===== config.mk =====
export PLATFORM = sky130hd
export DESIGN_NAME = ntt_bf_addsub
export DESIGN_NICKNAME = d
export VERILOG_FILES = /design/src/rtl/ntt_bf_addsub.sv
export SDC_FILE = /design/constraint.sdc
export NUM_CORES = 1
export LEC_CHECK = 0
export BUFFER_PORTS_ARGS = -buffer_cell sky130_fd_sc_hd__buf_2
export CAP_MARGIN = 25
export CORE_MARGIN = 1
export CORE_UTILIZATION = 35
export DETAILED_ROUTE_END_ITERATION = 6
export GPL_TIMING_DRIVEN = 0
export PLACE_DENSITY_LB_ADDON = 0.3
export SLEW_MARGIN = 40
export SYNTH_ARGS = -nofsm -noshare
export SYNTH_HDL_FRONTEND = slang
export SYNTH_SLANG_ARGS = --single-unit

===== constraint.sdc =====
create_clock -name clk -period 6.1 [get_ports clk]
set_input_delay 0.305 -clock clk [delete_from_list [all_inputs] [get_ports clk]]
set_output_delay 0.305 -clock clk [all_outputs]
set_load 0.05 [all_outputs]

===== src/rtl/ntt_bf_addsub.sv =====
// ntt_bf_addsub: CT butterfly stage, delays a to meet the mo_mul product p, emits (a+p) and (a-p) mod Q.
// Define NTT_BF_HALVE_EN to append a divide-by-2 mod Q output stage for INTT scaling.
`ifndef DATA_WIDTH
`define DATA_WIDTH 12
`endif
`ifndef Q
`define Q 3329
`endif
`ifndef MUL_STAGE_CNT
`define MUL_STAGE_CNT 3
`endif
module ntt_bf_addsub #(
  parameter int DATA_WIDTH    = `DATA_WIDTH,
  parameter int Q             = `Q,
  parameter int MUL_STAGE_CNT = `MUL_STAGE_CNT
) (
  input  logic                  clk,
  input  logic                  rst,
  input  logic                  valid_in,
  input  logic [DATA_WIDTH-1:0] a_in,
  input  logic                  last_in,
  input  logic [DATA_WIDTH-1:0] p_in,
  output logic                  valid_out,
  output logic [DATA_WIDTH-1:0] sum_out,
  output logic [DATA_WIDTH-1:0] diff_out,
  output logic                  last_out,
  output logic                  range_err
);
  localparam int DW = DATA_WIDTH;
  localparam int N = MUL_STAGE_CNT;
  localparam logic [DW:0] QW = Q[DW:0];
  logic [DW-1:0] a_dl, sum_d, diff_d, s1_q, d1_q;
  logic v_dl, l_dl, v1_q, l1_q, err_q, err_d;
  logic [DW:0] s, d;
  generate
    if (N == 0) begin : g_nodly
      assign a_dl = a_in;
      assign v_dl = valid_in;
      assign l_dl = last_in & valid_in;
    end else begin : g_dly
      logic [DW-1:0] a_q [N];
      logic [N-1:0] v_q, l_q;
      always_ff @(posedge clk or posedge rst)
        if (rst) begin
          a_q <= '{default: '0};
          v_q <= '0;
          l_q <= '0;
        end else begin
          a_q[0] <= a_in;
          v_q[0] <= valid_in;
          l_q[0] <= last_in & valid_in;
          for (int i = 1; i < N; i++) begin
            a_q[i] <= a_q[i-1];
            v_q[i] <= v_q[i-1];
            l_q[i] <= l_q[i-1];
          end
        end
      assign a_dl = a_q[N-1];
      assign v_dl = v_q[N-1];
      assign l_dl = l_q[N-1];
    end
  endgenerate
  // d is signed in effect: bit DW set means a < p
  always_comb begin
    s = {1'b0, a_dl} + {1'b0, p_in};
    d = {1'b0, a_dl} - {1'b0, p_in};
    sum_d = DW'(s >= QW ? s - QW : s);
    diff_d = DW'(d[DW] ? d + QW : d);
    err_d = err_q | (valid_in && {1'b0, a_in} >= QW) | (v_dl && {1'b0, p_in} >= QW);
  end
  always_ff @(posedge clk or posedge rst)
    if (rst) begin
      v1_q <= 1'b0;
      l1_q <= 1'b0;
      s1_q <= '0;
      d1_q <= '0;
      err_q <= 1'b0;
    end else begin
      v1_q <= v_dl;
      l1_q <= v_dl & l_dl;
      err_q <= err_d;
      if (v_dl) begin
        s1_q <= sum_d;
        d1_q <= diff_d;
      end
    end
  assign range_err = err_q;
`ifdef NTT_BF_HALVE_EN
  function automatic logic [DW-1:0] halve(input logic [DW-1:0] x);
    logic [DW:0] t;
    t = {1'b0, x} + (x[0] ? QW : '0);
    return DW'(t >> 1);
  endfunction
  logic v2_q, l2_q;
  logic [DW-1:0] s2_q, d2_q;
  always_ff @(posedge clk or posedge rst)
    if (rst) begin
      v2_q <= 1'b0;
      l2_q <= 1'b0;
      s2_q <= '0;
      d2_q <= '0;
    end else begin
      v2_q <= v1_q;
      l2_q <= l1_q;
      if (v1_q) begin
        s2_q <= halve(s1_q);
        d2_q <= halve(d1_q);
      end
    end
  assign valid_out = v2_q;
  assign last_out = l2_q;
  assign sum_out = s2_q;
  assign diff_out = d2_q;
`else
  assign valid_out = v1_q;
  assign last_out = l1_q;
  assign sum_out = s1_q;
  assign diff_out = d1_q;
`endif
endmodule

Word level (Yosys, flattened, before mapping):

Cells that the tools add are included.

* flip-flop bits (word level): 69
* word-level logic and storage cells: 25

* add/subtract/negate cells: 4
* order comparisons: 3
* muxes and demuxes: 2
* bitwise gates (word level): 4
* reduce and logical (&&, ||, !) cells: 2

Operators by type and width (number)
* >= comparator 12 bit, second input constant: 2
* 2-to-1 mux 12 bit: 2
* adder 12 x 12 -> 13 bit: 1
* >= comparator 13 x 12 -> 1 bit, second input constant: 1
* subtractor 12 x 12 -> 13 bit: 1
* adder 12 bit, second input constant: 1
* subtractor 12 bit, second input constant: 1
* bitwise AND 1 bit: 2
* logical AND 1 bit: 2
* bitwise OR 1 bit: 2

Logic depth before layout (Yosys ltp):

Gate-level depths: netlist of run 1.

* word-level depth: 4
* depth in mapped cells: 13
* mapped depth without buffers: 12

Worst setup path before layout of run 1:

OpenSTA, ideal clock, no wires.

* path type: reg-to-reg
* start point: register g_dly.a_q (netlist bit a_dl[6])
* end point: register s1_q[5] (netlist: sum_out[5])
* setup time: 0.126 ns
* arrival time: 2.706 ns
* data required time: 5.974 ns
* setup slack: 3.268 ns
* cell stages (with the launch flop): 12
* cells stage by stage: dfrtp_1 > ha_1 > buf_6 > or4_1 > a211o_1 > nand3_2 > xnor2_2 > a41oi_2 > o21a_2 > buf_6 > o2111a_1 > a221o_1

* word-level cells in the longest chain between the ends: 3

RTL lines
* start: declaration: line 41 `logic [DW-1:0] a_q [N];`
* start signal: indexed assignment: line 53 `a_q[i] <= a_q[i-1];`
* adder 12 x 12 -> 13 bit: line 65 `s = {1'b0, a_dl} + {1'b0, p_in};`
* >= comparator 13 x 12 -> 1 bit: line 67 `sum_d = DW'(s >= QW ? s - QW : s);`
* 2-to-1 mux 12 bit: line 67
* end signal: assignment: line 83 `s1_q <= sum_d;`
* end: declaration: line 32 `logic [DW-1:0] a_dl, sum_d, diff_d, s1_q, d1_q;`

Every way passes these cells.
A chain may end at the register's enable or synchronous reset.

Final worst setup path of run 1:

* start point: register g_dly.a_q (netlist bit a_dl[0])
* end point: register d1_q[2] (netlist: diff_out[2])

* word-level cells in the longest chain between the ends: 3

RTL lines
* subtractor 12 x 12 -> 13 bit *: line 66 `d = {1'b0, a_dl} - {1'b0, p_in};`
* adder 12 bit: line 68 `diff_d = DW'(d[DW] ? d + QW : d);`
* 2-to-1 mux 12 bit *: line 68
* end signal: assignment: line 84 `d1_q <= diff_d;`
* end: declaration: line 32

Every way passes the cells marked *; elsewhere a longest branch is shown, timed or not.

==> results of run 1 <==
## sequential cells by signal (all words and copies together) (netlist names)
| register | flops |
|---|---|
| last_out | 1 |
| range_err | 1 |
| valid_out | 1 |
| g_dly.v_q | 3 |
| g_dly.l_q | 3 |
| diff_out | 12 |
| a_dl | 12 |
| g_dly.a_q | 24 |
| sum_out | 12 |
## cells in the mapped netlist, types with 6 or more instances
master                     count  share of area, %
sky130_fd_sc_hd__dfrtp_1      69                42
sky130_fd_sc_hd__or4_1         6               1.1
sky130_fd_sc_hd__clkbuf_1      7              0.63
sky130_fd_sc_hd__inv_1        27               2.4
sky130_fd_sc_hd__xnor2_1      14               3.0
sky130_fd_sc_hd__nand2_1      18               1.6
sky130_fd_sc_hd__nor3_1       11               1.3
sky130_fd_sc_hd__nor2_1       30               2.7
sky130_fd_sc_hd__nand2b_1      6              0.90
sky130_fd_sc_hd__nor2b_1       6              0.90
sky130_fd_sc_hd__xor2_1        8               1.7
sky130_fd_sc_hd__nor4_1       10               1.5
sky130_fd_sc_hd__o21ai_0      11               1.3
sky130_fd_sc_hd__nand4_1       8               1.2
sky130_fd_sc_hd__nand3_1      16               1.9
sky130_fd_sc_hd__o211ai_1      6               1.1
sky130_fd_sc_hd__ha_1         27               8.1
sky130_fd_sc_hd__a21oi_1      34               4.1
## what timing repair did
item,in CTS,in global routing
resized for setup,0,0
endpoints found under the hold margin,32,0
setup endpoints to repair,0,0
hold buffers,1,0
## cell type report
type / count / area (µm²)
Clock inverter: 6 / 47.5
Timing Repair Buffer: 56 / 300
Multi-Input combinational cell: 306 / 2200
Buffer: 19 / 111
Tap cell: 143 / 179
Fill cell: 1104 / 6560
Inverter: 30 / 115
Clock buffer: 10 / 229
Sequential cell: 69 / 1730
## cell families after synthesis
group,after synthesis
AO/OA/AOI/OAI,119
XOR/XNOR,23
adder cells (fa/ha/maj),29
flip-flops,69
buffers and inverters,49
multiplexers,3
AND/OR/NAND/NOR,132
## worst max-delay path, stage by stage, from the launching register on
cell	delay [ns]
sky130_fd_sc_hd__dfrtp_1	0.38
sky130_fd_sc_hd__inv_1	0.06
sky130_fd_sc_hd__ha_1	0.14
sky130_fd_sc_hd__inv_1	0.05
sky130_fd_sc_hd__fa_1	0.41
sky130_fd_sc_hd__a211oi_1	0.30
sky130_fd_sc_hd__o21ai_0	0.19
sky130_fd_sc_hd__a21o_1	0.24
sky130_fd_sc_hd__a21oi_1	0.15
sky130_fd_sc_hd__o2bb2ai_1	0.19
sky130_fd_sc_hd__buf_1	0.39
sky130_fd_sc_hd__nand2_1	0.13
sky130_fd_sc_hd__xnor2_1	0.14
sky130_fd_sc_hd__mux2_2	0.28
## power groups by stage
stage / sequential [mW] / clock (mW) / combinational, mW
6_report: 0.541 / 0.489 / 0.548
5_1_grt: 0.548 / 0.517 / 0.596
4_1_cts: 0.542 / 0.501 / 0.548
3_5_place_dp: 0.551 / 0 / 0.545
3_3_place_gp: 0.548 / 0 / 0.537
2_1_floorplan: 0.694 / 0 / 0.266
## how the worst max path moves through the flow
stage / startpoint / to / slack, ns
CTS: a_dl[0] / diff_out[2] / 2.92
floorplan: a_dl[6] / sum_out[5] / 3.27
global placement: p_in[6] / sum_out[7] / 2.86
detailed placement: p_in[2] / diff_out[11] / 2.87
finish: a_dl[0] / diff_out[2] / 2.93
global route: a_dl[2] / diff_out[11] / 2.68
## placed cells by master (no fill, tap or decap), types with 5 or more instances in the layout
master | synthesis | final
sky130_fd_sc_hd__o211ai_1 | 6 | 6
sky130_fd_sc_hd__a21oi_1 | 34 | 34
sky130_fd_sc_hd__a211oi_1 | 5 | 5
sky130_fd_sc_hd__inv_1 | 27 | 26
sky130_fd_sc_hd__clkbuf_1 | 7 | 8
sky130_fd_sc_hd__xor2_1 | 8 | 8
sky130_fd_sc_hd__xnor2_1 | 14 | 14
sky130_fd_sc_hd__and2_1 | 5 | 5
sky130_fd_sc_hd__nor2b_1 | 6 | 6
sky130_fd_sc_hd__o31ai_1 | 5 | 5
sky130_fd_sc_hd__clkbuf_16 | 0 | 9
sky130_fd_sc_hd__nand2b_1 | 6 | 6
sky130_fd_sc_hd__o21ai_0 | 11 | 11
sky130_fd_sc_hd__nor3_1 | 11 | 11
sky130_fd_sc_hd__nand4_1 | 8 | 8
sky130_fd_sc_hd__nor2_1 | 30 | 30
sky130_fd_sc_hd__dfrtp_1 | 69 | 69
sky130_fd_sc_hd__nand2_1 | 18 | 18
sky130_fd_sc_hd__nor4_1 | 10 | 10
sky130_fd_sc_hd__ha_1 | 27 | 27
sky130_fd_sc_hd__and3_1 | 5 | 5
sky130_fd_sc_hd__or4_1 | 6 | 6
sky130_fd_sc_hd__nand3_1 | 16 | 16
sky130_fd_sc_hd__buf_2 | 5 | 59
## metrics by stage
stage / util [%] / power (mW) / hold slack, ns / std cells
3_5_place_dp: 40.3 / 1.10 / 0.335 / 622
3_3_place_gp: 40.1 / 1.09 / 0.332 / 621
5_1_grt: 42.8 / 1.66 / 0.0725 / 639
2_1_floorplan: - / 0.960 / 0.331 / 424
6_report: 42.8 / 1.58 / 0.0837 / 639
4_1_cts: 42.8 / 1.59 / 0.0695 / 639
## layer usage
layer	global-route usage (%)	vias to the layer above	share of wire, %
met3	4.05	22	4.7
met5	0	-	0
met1	23.6	1696	48
met4	7.91	0	2.4
met2	27.6	93	45
li1	-	1694	-
==> results_dict.tcl, run 1 <==
set metrics [dict create \
    status "finished, final reports clean" \
    synth_fa_ha_area_share_pct 9.11 \
    antenna_violating_nets_post_route 0 \
    clock_power_share_pct 31.0 \
    powerDensity_mw_per_mm2 322 \
    synth-async-reset-ratio_pct 100 \
    total_switching_power_mw 0.619 \
    final_instance_area_mm2 0.00491 \
    cts-root-buf "sky130_fd_sc_hd__clkbuf_16" \
    leakagePower_nw 2.20 \
    area.growth.synth_to_final_pct 18.3 \
    setup_tns_ns 0 \
    grt_first_pass_wirelength_mm 17.2 \
    drt-pass1-iter-count 4 \
    crit_type "register to register" \
    intPower_mw 0.959 \
    floorplan.die.height_um 111 \
    synth_top_family_by_area "compound AO/OA/AOI/OAI gates" \
    yosys_warnings 0 \
    yosys_register_bits 69 \
    cts_sinks 69 \
    remaining_drc_errors 0 \
    required_ns 6.32 \
    worst_ep_arrival_time_ns 3.38 \
    cp-start-kind "register" \
    cts_max_path_buffers 2 \
    number_of_enable_flip_flop_cells_after_synthesis 0 \
    via_count 3505 \
    diodes 0 \
    drt_via_density 5.49 \
    period_share_pct 51.9 \
    nets_in_the_synthesized_netlist 481 \
    globalRouteOverflowTotal 0 \
    worst-path-max-fanout 10 \
    dp_hpwl_mm 7.93 \
    vdd_ir_drop_max_mv 0.176 \
    grtUsageTotal_pct 17.8 \
    worstHoldPathCells 1 \
    synth_xor_area_share_pct 5.04 \
    maxSlewViolCount 0 \
    pin_count 55 \
    power.share.sequential_pct 34.3 \
    synth_cells 424 \
    power_frac_comb_pct 34.7 \
    critical_path.endpoint_type "register" \
    floorplan.die_area_mm2 0.0123 \
    initial_utilization_pct 36.2 \
    netlist_area_mm2 0.00415 \
    post_synth_and_or_nand_nor_area_fraction_pct 17.2 \
    r2r_end "diff_out[2]" \
    place_area_mm2 0.00462 \
    portBuffers 54 \
    initialDrtViolationCount 188 \
    r2r-start "a_dl[0]" \
    muxShareOfSynthArea_pct 0.754 \
    clkSlewWorstSetupHoldPaths_ns 0.06 \
    report.final.hold_viol_count 0 \
    final.setup.worst_slack_ns 2.93 \
    predominant_post_synthesis_flop_cell "sky130_fd_sc_hd__dfrtp_1" \
    grt_setup_unrepaired "no" \
    gpl.final_weighted_congestion 0.868 \
    worstHoldPathType "primary input to register" \
    first_global_vias 3490 \
    layout-drive-gt1-share_pct 20.0 \
    die_width_um 111 \
    finalSetupViolCount 0 \
    post_cts.repair.setup_buffers 0 \
    core_footprint_mm2 0.0115 \
    cts.htree.levels 3 \
    routedWlPerCell_um 16.1 \
    worst_hold_startpoint "a_in[8]" \
    timing.clock.skew_ns 0.0148 \
    syn-mean-instance-area_um2 9.79 \
    post-place-ws_ns 2.87 \
    nNetsFinal 548 \
    netSwitchingFraction_pct 39.2 \
    detail_route.wirelength_mm 10.3 \
    synth_compound_gate_area_share_pct 20.8 \
    cts_inserted_buffers 9 \
    yosysSeqAreaShare_pct 41.6 \
    cts_tree "built" \
    rr_worst_depth 13 \
    grt_start_max_net_pins 38 \
    netlist-cell-type-count 74 \
    row_count 39 \
    r2r_setup_slack_ns 2.93 \
    worstHoldEndpoint "g_dly.a_q[32]" \
    tightestPinTransition_ns 0.703 \
    max_cap_violations 0 \
    relSlewSlack_pct 52.4 \
    fmaxAchievable_mhz 316 \
    finalCriticalPeriod_ns 3.17 \
    insertion_delay_ns 0.35 \
    grt_antenna_before_repair 0 \
]
(Power assumes the default switching activity.)
==> inputs of run 2 (changes only) <==
clock period = 3.3 ns   (was 6.1 ns; I/O delays follow)
==> run 2 against run 1 <==
  * Non-clock buffer count increased by 13
  * Cell count increased by 2.0%
  * Sequential power increased by 85%
  * Critical path depth decreased by 3
  * Core utilization increased by 1.2 points
  * Combinational power increased by 88%
  * Setup slack got worse by 2.8 ns
  * Count of clock-buffer cells in the layout unchanged
  * Die area unchanged
  * Clock skew decreased by 0.0013 ns
  * Largest power group unchanged
  * Sequential share of layout area decreased by 0.97 points
  * Via count increased by 0.46%
==> results_dict.tcl, run 2 (synthesis gave the netlist of run 1 again) <==
set metrics [dict create \
    status "finished, final reports clean" \
    first_global_vias 3583 \
    powerDensity_mw_per_mm2 580 \
    nFillCells 1086 \
    clkSlewWorstSetupHoldPaths_ns 0.06 \
    initial_utilization_pct 36.2 \
    diodes 0 \
    place_area_mm2 0.00462 \
    cp-start-kind "register" \
    numPlacedInstances 622 \
    grt_first_pass_wirelength_mm 17.5 \
    worst_ep_arrival_time_ns 3.35 \
    pin_count 55 \
    final_instance_area_mm2 0.00505 \
    cts.htree.levels 3 \
    mostFrequentLayoutCell "sky130_fd_sc_hd__dfrtp_1" \
    grtUsageTotal_pct 18.0 \
    worstHoldPathType "primary input to register" \
    maxSlewViolCount 0 \
    initialDrtViolationCount 181 \
    routedWlPerCell_um 16.0 \
    max_cap_violations 0 \
    crit_type "register to register" \
    grt_antenna_before_repair 0 \
    cts_max_path_buffers 2 \
    register_area_mm2 0.00173 \
    relSlewSlack_pct 55.8 \
    grt_setup_unrepaired "yes" \
    required_ns 3.52 \
    area.growth.synth_to_final_pct 21.6 \
    max_flop_register "g_dly.a_q" \
    globalRouteOverflowTotal 0 \
    period_share_pct 95.0 \
    critical_path.endpoint_type "register" \
    floorplan.die_area_mm2 0.0123 \
    drt-pass1-iter-count 4 \
    cts_inserted_buffers 9 \
    cts_sinks 69 \
    power_frac_comb_pct 35.1 \
    power.share.sequential_pct 34.2 \
    clock_power_share_pct 30.7 \
    most-common-layout-cells "69 x sky130_fd_sc_hd__dfrtp_1, 59 x sky130_fd_sc_hd__buf_2, 34 x sky130_fd_sc_hd__a21oi_1, 30 x sky130_fd_sc_hd__nor2_1, 27 x sky130_fd_sc_hd__ha_1" \
    post_layout_nonfiller_instances 652 \
    floorplan.die.height_um 111 \
    crit_path_cell_trace "ha_1 > buf_6 > or4_1 > a211o_1 > nand3_2 > a211oi_1 > o31ai_2 > buf_4 > o21ai_1 > a221o_1" \
    setup_tns_ns 0 \
    die_width_um 111 \
    finalSetupViolCount 0 \
    hold_slack_ns 0.0469 \
    cts_tree "built" \
    power_mw 2.93 \
    nNetsFinal 561 \
    core_footprint_mm2 0.0115 \
    drt_via_density 5.40 \
    fmaxAchievable_mhz 319 \
    portBuffers 54 \
    netSwitchingFraction_pct 39.0 \
    detail_route.wirelength_mm 10.4 \
    row_count 39 \
    timing.clock.skew_ns 0.0135 \
    grt_start_max_net_pins 38 \
    final.setup.worst_slack_ns 0.167 \
    worst-path-max-fanout 10 \
    multi_input_area_mm2 0.00221 \
    gpl.final_weighted_congestion 0.868 \
    tightestPinTransition_ns 0.655 \
    remaining_drc_errors 0 \
    critPathMaxStageDelay_ns 0.52 \
    largest_register_ff_count 24 \
    via_count 3521 \
    critical_path_cell_with_the_highest_stage_delay "sky130_fd_sc_hd__or4_1" \
    layout-drive-gt1-share_pct 19.8 \
    report.final.hold_viol_count 0 \
    insertion_delay_ns 0.34 \
    layout.core_utilization_pct 44.0 \
    cell_family_with_most_cp_delay "compound AO/OA/AOI/OAI gates" \
    vdd_ir_drop_max_mv 0.327 \
    finalCriticalPeriod_ns 3.13 \
    cp_num_buf_inv 2 \
    intPower_mw 1.78 \
    antenna_violating_nets_post_route 0 \
    dp_hpwl_mm 7.93 \
    cts-root-buf "sky130_fd_sc_hd__clkbuf_16" \
    post-place-ws_ns 0.145 \
    total_switching_power_mw 1.14 \
    leakagePower_nw 2.26 \
]
-- run 2: final timing paths --
check,from,to,slack (ns),cells after the start
setup / recovery,a_dl[6],sum_out[5],0.17,10
hold / removal,last_in,g_dly.l_q[0],0.05,2
setup reg to reg,a_dl[6],sum_out[5],0.17,10
hold reg to reg,g_dly.a_q[32],g_dly.a_q[20],0.35,0
max in group asynchronous,rst,sum_out[2],2.38,4
min in group asynchronous,rst,a_dl[5],0.38,3
-- run 2: repair_timing --
action                                  in CTS  in global routing
endpoints found under the hold margin       45                  0
endpoints found under the setup margin       0                  4
hold buffers                                14                  0
buffers inserted                             0                  0
gates resized for setup                      0                  2
-- run 2: power by group through the flow --
stage / sequential, mW / clock, mW / combinational, mW
after floorplan: 1.28 / 0 / 0.492
after CTS: 1.00 / 0.926 / 1.02
final: 1.00 / 0.897 / 1.03
after detailed placement: 1.02 / 0 / 1.01
after global placement: 1.01 / 0 / 0.993
after global routing: 1.01 / 0.955 / 1.12
-- run 2: area by class of cell --
cell class | count | area share (%)
clock buffers | 10 | 4.54
multi-input cells | 306 | 43.7
flip-flops and latches | 69 | 34.2
inverters | 30 | 2.28
repair buffers | 69 | 8.53
well taps | 143 | 3.55
clock inverters | 6 | 0.942
plain buffers | 19 | 2.23
-- run 2: routing by layer --
metal,routed length (µm),global-route usage [%]
met2,4780,28.4
met5,0,0
met1,4930,23.7
met3,526,4.05
met4,212,7.91
